--- src/rtl/seg7_reader.sv ---
// seg7_reader
//   Watches a multiplexed, active-low seven-segment bus and turns each stable
//   pattern back into a hex nibble. The nibble is stored in the slot of the
//   strobed digit. Glitches are filtered by requiring the same
//   {seg, dig_sel} sample for STABLE_CYCLES consecutive compares.
//
// Ports
//   clk          : clock, rising edge
//   reset        : synchronous, active-high reset
//   seg          : segment pattern, active-low, bit6 = g ... bit0 = a
//   dig_sel      : active-high digit strobe, expected one-hot
//   clr          : synchronous clear of digit_valid and err_count
//   value        : decoded nibbles, digit i at [4i+3:4i]
//   digit_valid  : slot i holds a valid decoded nibble
//   update       : one-cycle pulse when a slot is written or blanked
//   err          : one-cycle pulse on a rejected pattern or strobe
//   err_count    : saturating count of err pulses
//
// Output pulses: update and err are plain one-cycle strobes with no
// handshake. A consumer must sample them every cycle. They are mutually
// exclusive.
module seg7_reader #(
  parameter int DIGITS        = 4,
  parameter int STABLE_CYCLES = 3
) (
  input  logic                  clk,
  input  logic                  reset,
  input  logic [6:0]            seg,
  input  logic [DIGITS-1:0]     dig_sel,
  input  logic                  clr,
  output logic [4*DIGITS-1:0]   value,
  output logic [DIGITS-1:0]     digit_valid,
  output logic                  update,
  output logic                  err,
  output logic [7:0]            err_count
);

  localparam int SW = 7 + DIGITS;
  localparam int CW = $clog2(STABLE_CYCLES + 1);
  localparam logic [CW-1:0]     CNT_MAX = CW'(STABLE_CYCLES);
  localparam logic [DIGITS-1:0] SEL_ONE = DIGITS'(1);
  localparam logic [6:0]        SEG_BLANK = 7'h7F;

  // Returns {hit, nibble}. hit = 0 for any pattern outside the hex font.
  function automatic logic [4:0] decode(input logic [6:0] s);
    logic [4:0] r;
    case (s)
      7'b1000000: r = {1'b1, 4'h0};
      7'b1111001: r = {1'b1, 4'h1};
      7'b0100100: r = {1'b1, 4'h2};
      7'b0110000: r = {1'b1, 4'h3};
      7'b0011001: r = {1'b1, 4'h4};
      7'b0010010: r = {1'b1, 4'h5};
      7'b0000010: r = {1'b1, 4'h6};
      7'b1111000: r = {1'b1, 4'h7};
      7'b0000000: r = {1'b1, 4'h8};
      7'b0011000: r = {1'b1, 4'h9};
      7'b0001000: r = {1'b1, 4'hA};
      7'b0000011: r = {1'b1, 4'hB};
      7'b1000110: r = {1'b1, 4'hC};
      7'b0100001: r = {1'b1, 4'hD};
      7'b0000110: r = {1'b1, 4'hE};
      7'b0001110: r = {1'b1, 4'hF};
      default:    r = 5'b0;
    endcase
    return r;
  endfunction

  logic [SW-1:0]       sample_q, sample_d;
  logic [CW-1:0]       cnt_q, cnt_d;
  logic                fire_q, fire_d;
  logic [4*DIGITS-1:0] value_q, value_d;
  logic [DIGITS-1:0]   valid_q, valid_d;
  logic                update_q, update_d;
  logic                err_q, err_d;
  logic [7:0]          errcnt_q, errcnt_d;

  logic [6:0]          acc_seg;
  logic [DIGITS-1:0]   acc_sel;
  logic [4:0]          dec;
  logic                sel_nz;
  logic                sel_oh;

  // Stability filter. The counter compares the incoming sample against the
  // registered one and saturates at the threshold. fire_q marks the single
  // cycle after the threshold was first reached. At that point sample_q still
  // holds the accepted pattern, because sample_q is only overwritten on the
  // same edge that consumes it.
  always_comb begin
    sample_d = {seg, dig_sel};
    cnt_d    = '0;
    if (sample_d == sample_q) begin
      cnt_d = (cnt_q == CNT_MAX) ? cnt_q : cnt_q + CW'(1);
    end
    fire_d = (cnt_d == CNT_MAX) && (cnt_q != CNT_MAX);
  end

  assign acc_seg = sample_q[SW-1:DIGITS];
  assign acc_sel = sample_q[DIGITS-1:0];
  assign dec     = decode(acc_seg);
  assign sel_nz  = |acc_sel;
  // Clearing the lowest set bit leaves zero only for a single set bit.
  assign sel_oh  = sel_nz && ((acc_sel & (acc_sel - SEL_ONE)) == '0);

  always_comb begin
    value_d  = value_q;
    valid_d  = valid_q;
    update_d = 1'b0;
    err_d    = 1'b0;
    errcnt_d = errcnt_q;
    if (clr) begin
      // clr wins over a coinciding acceptance, which is dropped silently.
      valid_d  = '0;
      errcnt_d = '0;
    end else if (fire_q && sel_nz) begin
      if (!sel_oh) begin
        err_d    = 1'b1;
        errcnt_d = (errcnt_q == 8'hFF) ? errcnt_q : errcnt_q + 8'd1;
      end else if (acc_seg == SEG_BLANK) begin
        valid_d  = valid_q & ~acc_sel;
        update_d = 1'b1;
      end else if (dec[4]) begin
        for (int i = 0; i < DIGITS; i++) begin
          if (acc_sel[i]) value_d[4*i +: 4] = dec[3:0];
        end
        valid_d  = valid_q | acc_sel;
        update_d = 1'b1;
      end else begin
        err_d    = 1'b1;
        errcnt_d = (errcnt_q == 8'hFF) ? errcnt_q : errcnt_q + 8'd1;
      end
    end
  end

  always_ff @(posedge clk) begin
    if (reset) begin
      sample_q <= {SEG_BLANK, {DIGITS{1'b0}}};
      cnt_q    <= '0;
      fire_q   <= 1'b0;
      value_q  <= '0;
      valid_q  <= '0;
      update_q <= 1'b0;
      err_q    <= 1'b0;
      errcnt_q <= '0;
    end else begin
      sample_q <= sample_d;
      cnt_q    <= cnt_d;
      fire_q   <= fire_d;
      value_q  <= value_d;
      valid_q  <= valid_d;
      update_q <= update_d;
      err_q    <= err_d;
      errcnt_q <= errcnt_d;
    end
  end

  assign value       = value_q;
  assign digit_valid = valid_q;
  assign update      = update_q;
  assign err         = err_q;
  assign err_count   = errcnt_q;

endmodule
--- config.mk ---
export PLATFORM = sky130hd
export DESIGN_NAME = seg7_reader
export DESIGN_NICKNAME = d
export VERILOG_FILES = /design/src/rtl/seg7_reader.sv
export SDC_FILE = /design/constraint.sdc
export NUM_CORES = 1
export LEC_CHECK = 0
export ABC_AREA = 1
export CAP_MARGIN = 20
export CORE_MARGIN = 10
export CORE_UTILIZATION = 35
export DETAILED_ROUTE_END_ITERATION = 10
export MAX_ROUTING_LAYER = met4
export PLACE_DENSITY = 0.69
export SETUP_SLACK_MARGIN = 0.05
export SYNTH_ARGS = -nofsm -noshare
export SYNTH_HDL_FRONTEND = slang
export SYNTH_SLANG_ARGS = --single-unit
--- constraint.sdc ---
create_clock -name clk -period 4.16 [get_ports clk]
set_input_delay 0.624 -clock clk [delete_from_list [all_inputs] [get_ports clk]]
set_output_delay 0.624 -clock clk [all_outputs]
set_load 0.02 [all_outputs]
-- Word-level counts from Yosys, hierarchy flattened
Index checks and enable logic that the tools add are counted.
- flip-flop bits (word level): 44
- output and inout port bits: 30
- eq/ne operators: 23
- $add $sub $neg: 3
- reduce and logical (&&, ||, !) cells: 16
- bitwise logic cells: 8
- multiplexer cells: 14
- operators with widths (cell ; count):
    $pmux W5 S16 ; 1
    $eq A7 B7 Y1 const B ; 5
    $mux W8 ; 4
    $reduce_and A6 Y1 ; 4
    $eq A7 B5 Y1 const B ; 3
    $eq A7 B6 Y1 const B ; 3
    $eq A7 B2 Y1 const B ; 2
    $eq A7 B4 Y1 const B ; 2
    $eq A11 B11 Y1 ; 1
    $add A8 B1 Y8 const B ; 1
    $and A4 B4 Y4 ; 2
    $eq A8 B8 Y1 const B ; 1
    $mux W4 ; 2
    $reduce_or A4 Y1 ; 2
    $eq A7 B3 Y1 const B ; 1
    $logic_not A7 Y1 ; 1
    $ne A2 B2 Y1 const B ; 3
    $reduce_and A3 Y1 ; 2
    $mux W1 ; 5
    $eq A2 B2 Y1 const B ; 2
    $logic_not A4 Y1 ; 1
    $mux W2 ; 2
    $not A1 Y1 ; 4
    $not A4 Y4 ; 1
    other kinds (7) ; 9

-- Longest topological paths before layout
Gate-level depths: netlist of the first run.
- depth in word-level cells: 6
- gate-level depth with buffers: 13

-- Worst setup path before layout of the first run
Ideal clock, no wire load.
- kind: reg2reg
- from: register sample_q[4]
- to: register value_q[12] (netlist: value[12])
- setup time: 0.115 ns
- clock period less this slack: 1.505 ns
- arrival time: 1.390 ns
- cell stages (with the launch flop): 13
- slack: 2.655 ns
- cells stage by stage: dfxtp_1 buf_2 nor2_2 nand2_2 nor2_1 nor2_2 nand2_2 nor2_4 nand2_2 buf_6 nand2_4 o21ai_1 nor2_1
- longest elaborated chain between the ends: 3
- ends and longest elaborated chain (what ; line ; RTL):
    start, declared ; 69 ; logic [SW-1:0] sample_q, sample_d;
    start signal, assigned ; 137 ; sample_q <= {SEG_BLANK, {DIGITS{1'b0}}};
    start signal, assigned ; 146 ; sample_q <= sample_d;
    $eq A7 B4 Y1, or another cell as far along ; 47 ; case (s)
    $pmux W5 S16 / $not A1 Y1 (equally long branches) ; -- ;
    $reduce_and A6 Y1 (no line) ; -- ;
    end signal, assigned ; 149 ; value_q <= value_d;
    end, declared ; 72 ; logic [4*DIGITS-1:0] value_q, value_d;
Several ways; a longest one is shown, not always the timed one.
A chain may end at the register's enable or synchronous reset.

==> impl_results.md, run 1 <==
* DR iter-0 viols at 115
* # rows at 29
* Max stage delay on crit path at 830 ps
* PortBufs at 43
* Slew @ Worst Pin at 831 ps
* Synth area leader: dfxtp_1
* Final cell count without fillers at 437
* Clock Latency Late Sink at 300 ps
* DR WL met3 at 224 um
* Register bit count reported by yosys at 44
* Clock Sinks at 44
* Die width at 101 um
* Placed inst area at 2790 um2
* Critical Path, Cell by Cell: clkdlybuf4s50_1 > inv_1 > o21ai_0 > nor4_1 > nand3_1 > nor3_1
* Syn Nets at 328
* Final WL at 5450 um
* Starting Density at 36.1%
* # placed instances at 429
* Most common cell in the netlist: nor2_1
* GRT overflow at 0
* Initial antenna violation count at 0
* Placer Congestion at 0.793
* Worst-path fanout max at 21
* Worst path required time at 4370 ps
* Synthesized area at 2290 um2
* First-pass DRT Iterations at 4
* Critical Path AT at 2760 ps
* Final setup fails at 0
* Area Overhead vs Synth at 27.5%
* Core ar. at 6350 um2
* MaxCap Viol Count at 0
* # diodes at 0
* CTS Buf Count at 5
* Asr flop ratio synth at 0%
* Largest net degree at the start of global routing at 22
* Post-CTS setup buffers at 0
* DR WL/cell at 12.5 um
* Number of global-route vias before repair at 1959
* Peak VDD IR at 0.139 mV
* Yosys warning count at 0
* Leak at 0.00120 uW
* Crit end category: register
* Synth area leaders: dfxtp_1 (38%), nor2_1 (8.2%), nand2_1 (7.9%)
* Post-synth top flop: dfxtp_1
* Clock Tree Buf Depth at 2
* Period Utilization, post-route at 61.1%
* Gr usage total at 11.1%
* Tmin final at 2540 ps
* Status: completed
* PwrDens at 294 nW/um2
* TritonCTS clock tree: done
* HP Class: register to register
* CP max stage cell: clkdlybuf4s50_1
* Synth top area share at 38.5%
* Sequential share of the synthesized area at 38.5%
* First-pass GRT wire length at 9020 um
* Root buf cell: clkbuf_8
* DRC at 0
* Met2 routed WL at 2580 um
* Clock-pin slew on the worst setup and hold paths at 80 ps
* Routed vias at 2049
* Nets at 374
* Post-DP HPWL at 4290 um
* Cells after Synth at 313
* Pins Over Slew Limit at 0
* Number of routed nets with antenna violations at 0
* Uppermost layer routed: met4
* Final hold vios at 0
* Worst hold slack at 470 ps
* Vias per inst at 4.69
* Unrepaired setup endpoints after global routing: false
* Post-cts sizing count at 0
* Met1 wire length at 2570 um
* Synthesized area per cell at 7.32 um2
* Fin Setup TNS at 0 ps
* Startpoint Class: input pin
* DIE AREA at 10200 um2
* Post-synth top cells: nor2_1 (50), nand2_1 (48), dfxtp_1 (44), inv_1 (27), nand3_1 (21)
* Crit Path Category: input pin to register
* Hold Buf Count CTS at 0
* Layout cells sized above 1 at 18.3%
* Die Height at 101 um
* Final instance area at 2920 um2
* EDFF count, synth at 0
* Clock Skew at 7.13 ps
* F_max at 0.394 GHz
* Worst slew margin at 44.4%
* Synth cell types at 32
* Htree depth at 2
* Io pins at 44
==> cells by family (layout without fill, tap and decap cells) <==
kind of cell | count (synthesis) | in the layout | synth area share, %
xor+xnor | 15 | 15 | 5.74
fa+ha+maj | 1 | 1 | 0.546
buf+inv | 41 | 88 | 7.10
flops | 44 | 44 | 38.5
simple gates | 174 | 174 | 38.4
compound gates | 38 | 38 | 9.78
==> registers in the layout (all words and copies together), names as in the netlist, named ones only <==
| register | flops |
|---|---|
| value | 16 |
| err | 1 |
| fire_q | 1 |
| cnt_q | 2 |
| err_count | 8 |
| sample_q | 11 |
| update | 1 |
==> metrics by stage <==
stage	total power (uW)	setup WS [ps]	utilization, %
final	859	1620	46.0
after detailed placement	515	1350	44.0
after global routing	891	1460	46.0
after floorplan	489	2650	-
after CTS	867	1620	46.0
after global placement	514	1510	44.0
==> cell usage in the layout, fill, tap and decap left out, types with 4 or more instances in the layout <==
master	instances
nor2_1	50
nand2_1	48
dfxtp_1	44
clkdlybuf4s50_1	43
inv_1	27
nand3_1	21
a21oi_1	19
nand2_2	14
nor2_2	12
xor2_1	11
inv_2	9
o21ai_0	7
clkbuf_8	7
a21oi_2	6
or2_2	6
o21ai_1	4
nand4_1	4
xnor2_1	4
==> per-layer routing <==
| metal | track usage (%) | vias to the layer above |
|---|---|---|
| met1 | 13.6 | 919 |
| met3 | 2.67 | 8 |
| met2 | 17.2 | 38 |
| li1 | - | 1084 |
| met5 | - | - |
| met4 | 3.91 | 0 |
==> where the power goes <==
group | total (uW) | internal (uW) | leakage (uW) | switching [uW]
Combinational | 69.3 | 27.8 | 0.000779 | 41.5
Sequential | 436 | 426 | 0.000357 | 9.03
Clock | 354 | 212 | 0.0000645 | 142
==> cell type report <==
class / count / area, um2
clock buffer: 7 / 96.3
clock inverter: 1 / 30.0
fill: 606 / 3430
inverter: 37 / 139
multi-input combinational: 228 / 1250
sequential: 44 / 881
tap: 77 / 96.3
timing repair buffer: 43 / 430
==> critical path, delay by kind of cell <==
family          cells  cell delay (ps)
buf+inv             2             1250
simple gates        3              710
compound gates      1              160
==> worst paths after layout <==
kind                           from                     to  slack [ps]  depth (start not counted)
max                           reset      fire_q$_SDFF_PP0_        1620                          6
min           value[7]$_SDFFE_PP0P_  value[7]$_SDFFE_PP0P_         470                          2
max reg2reg  sample_q[5]$_SDFF_PP1_  value[1]$_SDFFE_PP0P_        2300                         11
min reg2reg   value[7]$_SDFFE_PP0P_  value[7]$_SDFFE_PP0P_         470                          2
Power figures use the tool's default switching activity.
==> run 2, diff against run 1 <==
PLACE_DENSITY = 0.71   (was 0.69)
clock period = 2.1 ns   (was 4.16 ns; I/O delays follow)
==> run 2 against run 1 <==
  * Clock power is 53% higher
  * Clock-buffer cell count is 2 lower
  * Design area fell by 0.30%
  * Core utilization fell by 0.14 points
  * Wire length is 0.42% lower
  * Via count up 1.2%
  * First-iteration DRC count shrank 7.8%
  * Hold slack lost 5.5 ps
  * Die area stayed put
  * Register-to-register slack got worse by 1900 ps
  * Final cell count grew 0.69%
  * Critical path type is now register to register
  * Largest cell class unchanged
==> impl_results.md, run 2 (synthesis gave the netlist of run 1 again) <==
* TritonCTS clock tree: done (unchanged)
* Final cell count without fillers at 440 (was 437)
* DRC at 0 (unchanged)
* Leak at 0.00120 uW (about the same)
* Hold Buf Count CTS at 0 (unchanged)
* Commonest non-fill, non-tap cells in the layout: nor2_1 (50), nand2_1 (48), dfxtp_1 (44) (unchanged)
* Htree depth at 2 (unchanged)
* Most common cell after layout, fill and taps aside: nor2_1 (unchanged)
* Fin Setup TNS at 0 ps (unchanged)
* # placed instances at 432 (was 429)
* DIE AREA at 10200 um2 (unchanged)
* Layout cells sized above 1 at 19.0% (was 18.3%)
* GRT overflow at 0 (unchanged)
* Unrepaired setup endpoints after global routing: false (unchanged)
* Vias per inst at 4.71 (was 4.69)
* # rows at 29 (unchanged)
* Clock Tree Buf Depth at 2 (unchanged)
* Root buf cell: clkbuf_8 (unchanged)
* Die Height at 101 um (unchanged)
* Largest net degree at the start of global routing at 16 (was 22)
* Nets at 377 (was 374)
* # diodes at 0 (unchanged)
* Worst hold slack at 465 ps (was 470 ps)
* Area Overhead vs Synth at 27.1% (was 27.5%)
* Met2 routed WL at 2520 um (was 2580 um)
* Core ar. at 6350 um2 (unchanged)
* CTS Buf Count at 5 (unchanged)
* MaxCap Viol Count at 0 (unchanged)
* Starting Density at 36.1% (unchanged)
* Worst-path fanout max at 10 (was 21)
* Die width at 101 um (unchanged)
* F_max at 0.572 GHz
* Startpoint Class: register (was input pin)
* Pwr Total at 1550 uW (was 859 uW)
* Peak VDD IR at 0.316 mV (was 0.139 mV)
* Clock Latency Late Sink at 300 ps (about the same)
* DR iter-0 viols at 106 (was 115)
* Max stage delay on crit path at 440 ps (was 830 ps)
* Number of global-route vias before repair at 1971 (was 1959)
* Initial antenna violation count at 0 (unchanged)
* Clock Skew at 11.5 ps (was 7.13 ps)
* Met1 wire length at 2560 um (was 2570 um)
* Placer Congestion at 0.860 (was 0.793)
* Routed vias at 2073 (was 2049)
* First-pass GRT wire length at 9280 um (was 9020 um)
* Final hold vios at 0 (unchanged)
* PwrDens at 531 nW/um2 (was 294 nW/um2)
* Max FFs per register at 16 (unchanged)
* PortBufs at 43 (unchanged)
* Tmin final at 1750 ps
* Worst path required time at 2290 ps (was 4370 ps)
* Status: completed (unchanged)
* Crit-path most repeated cell: nand2_1
* HP Class: register to register (unchanged)
* Crit end category: register (unchanged)
* Pins Over Slew Limit at 0 (unchanged)
* DR WL met3 at 281 um (was 224 um)
* Post-DP HPWL at 4290 um (about the same)
* First-pass DRT Iterations at 4 (unchanged)
* CP max stage cell: dfxtp_1 (was clkdlybuf4s50_1)
* Uppermost layer routed: met4 (unchanged)
* Final setup fails at 0 (unchanged)
* Clock-pin slew on the worst setup and hold paths at 90 ps (was 80 ps)
* DR WL/cell at 12.3 um (was 12.5 um)
* Layout fillers at 627 (was 606)
* Critical Path, Cell by Cell: inv_1 > nand2_1 > nor2_1 > nand2_1 > nand3_2 > nor2_4 > nand3_4 > nand2_8 > nand2_4 > nand2_1 > a21oi_1 (was clkdlybuf4s50_1 > inv_1 > o21ai_0 > nor4_1 > nand3_1 > nor3_1)
* Post-CTS setup buffers at 0 (unchanged)
* Critical Path AT at 1940 ps (was 2760 ps)
* Period Utilization, post-route at 83.2%
* Slew @ Worst Pin at 511 ps (was 831 ps)
* Number of routed nets with antenna violations at 0 (unchanged)
* Final WL at 5430 um (was 5450 um)
* Gr usage total at 11.4% (was 11.1%)
* Io pins at 44 (unchanged)
* Clock Sinks at 44 (unchanged)
* Worst slew margin at 65.8% (was 44.4%)
* Crit Path Category: register to register (was input pin to register)
## run 2: final cells by class
cell class / count / area, um2 / area share (%)
clock buffer: 5 / 68.8 / 2.36
clock inverter: 3 / 21.3 / 0.731
inverter: 37 / 139 / 4.77
multi-input combinational: 228 / 1250 / 43.0
sequential: 44 / 881 / 30.3
tap: 77 / 96.3 / 3.31
timing repair buffer: 46 / 453 / 15.6
## run 2: repair_timing
item,4_1_cts,5_1_grt
resized for setup,0,1
endpoints found under the setup margin,0,1
endpoints found under the hold margin,0,0
## run 2: through the flow
| stage | cell area (um2) | util, % | setup slack, ps |
|---|---|---|---|
| final | 2910 | 45.8 | 353 |
| after global routing | 2910 | 45.8 | 148 |
| after CTS | 2910 | 45.8 | 244 |
| after detailed placement | 2820 | 44.3 | 252 |
| after global placement | 2820 | 44.3 | 300 |
| after floorplan | 2290 | - | 595 |
## run 2: path summary, 6_finish.rpt
kind / from / to / slack (ps) / cells past startpoint
hold reg to reg: cnt_q[0]$_SDFF_PP0_ / fire_q$_SDFF_PP0_ / 460 / 1
hold / removal: cnt_q[0]$_SDFF_PP0_ / fire_q$_SDFF_PP0_ / 460 / 1
setup / recovery: sample_q[5]$_SDFF_PP1_ / err_count[4]$_SDFFE_PP0P_ / 350 / 11
setup reg to reg: sample_q[5]$_SDFF_PP1_ / err_count[4]$_SDFFE_PP0P_ / 350 / 11
## run 2: where the power goes
group	switching [uW]	total, uW	leakage (uW)	internal (uW)
logic	83.6	142	0.000795	58.7
registers	18.7	864	0.000357	845
clock network	305	541	0.0000445	236
## run 2: layer usage
metal	up-vias	GRT usage, %
li1	1095	-
met1	916	14.5
met2	55	17.4
met3	7	2.81
met4	0	3.26
met5	-	-
## run 2: worst max-delay path: cells and delay by family (launching register included)
kind / cells / cell delay (ps)
AOI/OAI and AO/OA: 1 / 50
DFF: 1 / 440
buffers and inverters: 1 / 130
and+or+nand+nor: 9 / 1020
==> run 3, diff against run 2 <==
PLACE_DENSITY = 0.69   (was 0.71)
clock period = 1.7 ns   (was 2.1 ns; I/O delays follow)
==> run 3 against run 2 <==
  * Core utilization up 4.9 points
  * Combinational power up 56%
  * Via count increased by 3.3%
  * Largest cell class unchanged
  * Highest routed layer unchanged
==> impl_results.md, run 3 (synthesis gave the netlist of run 1 again) <==
* Peak VDD IR at 0.363 mV (was 0.316 mV)
* Max stage delay on crit path at 370 ps (was 440 ps)
* Status: completed (unchanged)
* Post-DP HPWL at 4410 um (was 4290 um)
* GRT met2 Usage at 18.7% (was 17.4%)
* CP max stage cell: dfxtp_2 (was dfxtp_1)
* Net Sw Frac at 25.7% (was 26.3%)
* Crit Path Category: register to register (unchanged)
* PwrDens at 611 nW/um2 (was 531 nW/um2)
* Routed vias at 2142 (was 2073)
* Initial antenna violation count at 0 (unchanged)
* Slew @ Worst Pin at 405 ps (was 511 ps)
* Final hold vios at 0 (unchanged)
* Starting Density at 36.1% (unchanged)
* DR iter-0 viols at 82 (was 106)
* Buf/Inv on CP at 1 (unchanged)
* Io pins at 44 (unchanged)
* Tmin final at 1600 ps (was 1750 ps)
* Final instance area at 3220 um2 (was 2910 um2)
* DR WL/cell at 13.2 um (was 12.3 um)
* Grt peak-use layer: met2 (unchanged)
* HP Class: register to register (unchanged)
* Startpoint Class: register (unchanged)
* Die width at 101 um (unchanged)
* Final WL at 5980 um (was 5430 um)
* MaxCap Viol Count at 0 (unchanged)
* Clock-pin slew on the worst setup and hold paths at 90 ps (about the same)
* Clock Sinks at 44 (unchanged)
* Gr usage total at 11.5% (was 11.4%)
* Clock Skew at 11.4 ps (was 11.5 ps)
* Vias per inst at 4.73 (was 4.71)
* First-pass DRT Iterations at 4 (unchanged)
* Max FFs per register at 16 (unchanged)
* Unrepaired setup endpoints after global routing: true (was false)
* CTS Buf Count at 5 (unchanged)
* PortBufs at 43 (unchanged)
* First-pass GRT wire length at 9400 um (was 9280 um)
* Critical Path, Cell by Cell: inv_2 > nand3_2 > nand2_1 > nor3_2 > nand2_2 > nor2_4 > nand2_4 > o21ai_1 > nor2_1 (was inv_1 > nand2_1 > nor2_1 > nand2_1 > nand3_2 > nor2_4 > nand3_4 > nand2_8 > nand2_4 > nand2_1 > a21oi_1)
* Leak at 0.00141 uW (was 0.00120 uW)
* # rows at 29 (unchanged)
* Worst path required time at 1890 ps (was 2290 ps)
* Met3 Track Usage GR at 3.57% (was 2.81%)
* DRC at 0 (unchanged)
* Period Utilization, post-route at 94.3% (was 83.2%)
* Reg power frac at 54.2% (was 55.8%)
* # diodes at 0 (unchanged)
* Placer Congestion at 0.832 (was 0.860)
* Internal power at 1460 uW (was 1140 uW)
* Worst-path fanout max at 5 (was 10)
* Worst slew margin at 73.0% (was 65.8%)
* Layout cells sized above 1 at 30.9% (was 19.0%)
* Pins Over Slew Limit at 0 (unchanged)
* Nets at 390 (was 377)
* Met1 Usage GRT at 13.2% (was 14.5%)
* Placed inst area at 2880 um2 (was 2820 um2)
* Logic gate share of total power at 11.3% (was 9.2%)
* Switching power total at 506 uW (was 407 uW)
* Number of global-route vias before repair at 2060 (was 1971)
* Most common cell after layout, fill and taps aside: nor2_1 (unchanged)
* Root buf cell: clkbuf_8 (unchanged)
* CP delay by family, top: simple AND/OR/NAND/NOR gates (unchanged)
* Die Height at 101 um (unchanged)
* DIE AREA at 10200 um2 (unchanged)
* Clock Tree Buf Depth at 2 (unchanged)
* Clock Latency Late Sink at 300 ps (about the same)
* Commonest non-fill, non-tap cells in the layout: nor2_1 (41), nand2_1 (40), clkdlybuf4s50_1 (37) (was nor2_1 (50), nand2_1 (48), dfxtp_1 (44))
* Critical Path AT at 1790 ps (was 1940 ps)
* Layout fillers at 597 (was 627)
* Clock share of power at 34.6% (was 35.0%)
* Hold Buf Count CTS at 0 (unchanged)
* TritonCTS clock tree: done (unchanged)
* Crit end category: register (unchanged)
* Htree depth at 2 (unchanged)
* Number of routed nets with antenna violations at 0 (unchanged)
* F_max at 0.624 GHz (was 0.572 GHz)
* Area Overhead vs Synth at 40.7% (was 27.1%)
* Largest net degree at the start of global routing at 20 (was 16)
* R2r setup slk at 100 ps (was 350 ps)
* Final setup fails at 0 (unchanged)
* GRT overflow at 0 (unchanged)
* Pwr Total at 1970 uW (was 1550 uW)
* Core ar. at 6350 um2 (unchanged)
run 3: cell count changes in the layout (fill, tap and decap cells not counted), moves of 6 or more:
| cell | change |
|---|---|
| clkdlybuf4s50_1 | -6 |
| nor2_4 | +10 |
| dfxtp_1 | -9 |
| nand2_1 | -8 |
| dfxtp_4 | +7 |
| nand2_2 | +7 |
| buf_4 | +11 |
| nor2_1 | -9 |
run 3: layout make-up:
cell class | instances | area, um2 | share of cell area [%]
multi-input cells | 229 | 1420 | 44.1
flip-flops and latches | 44 | 910 | 28.2
repair buffers | 58 | 558 | 17.3
inverters | 37 | 144 | 4.47
well taps | 77 | 96.3 | 2.99
clock buffers | 7 | 86.3 | 2.68
clock inverters | 1 | 7.51 | 0.233
run 3: path summary, 6_finish.rpt:
| check | cells after the start | start | endpoint |
|---|---|---|---|
| max | 9 | sample_q[3]$_SDFF_PP0_ | value[4]$_SDFFE_PP0P_ |
| min | 1 | cnt_q[0]$_SDFF_PP0_ | fire_q$_SDFF_PP0_ |
| max reg2reg | 9 | sample_q[3]$_SDFF_PP0_ | value[4]$_SDFFE_PP0P_ |
| min reg2reg | 1 | cnt_q[0]$_SDFF_PP0_ | fire_q$_SDFF_PP0_ |
run 3: power groups by stage:
stage | logic, uW | registers [uW] | clock network, uW
floorplan | 114 | 1080 | 0
global placement | 186 | 1090 | 0
detailed placement | 188 | 1090 | 0
CTS | 190 | 1070 | 704
global route | 243 | 1070 | 753
finish | 222 | 1070 | 680
run 3: per-stage QoR:
step / worst slack (ps) / utilization, % / TNS [ps] / instances / hold slack (ps)
floorplan: 195 / - / 0 / 313 / 340
global placement: 32.8 / 45.4 / 0 / 441 / 440
detailed placement: -0.585 / 45.4 / -1.11 / 441 / 440
CTS: 58.0 / 47.0 / 0 / 449 / 456
global route: -26.7 / 50.7 / -207 / 453 / 479
finish: 96.8 / 50.7 / 0 / 453 / 455
run 3: timing repair:
action	4_1_cts	5_1_grt
setup endpoints to repair	23	35
pin swaps	0	11
gates resized for setup	8	61
setup buffers	0	3
cloned	0	1
run 3: metal layers:
metal / share of wire [%] / wire length (um)
met1: 44 / 2650
met2: 50 / 2960
met3: 4.7 / 281
met4: 1.5 / 91
met5: 0 / 0
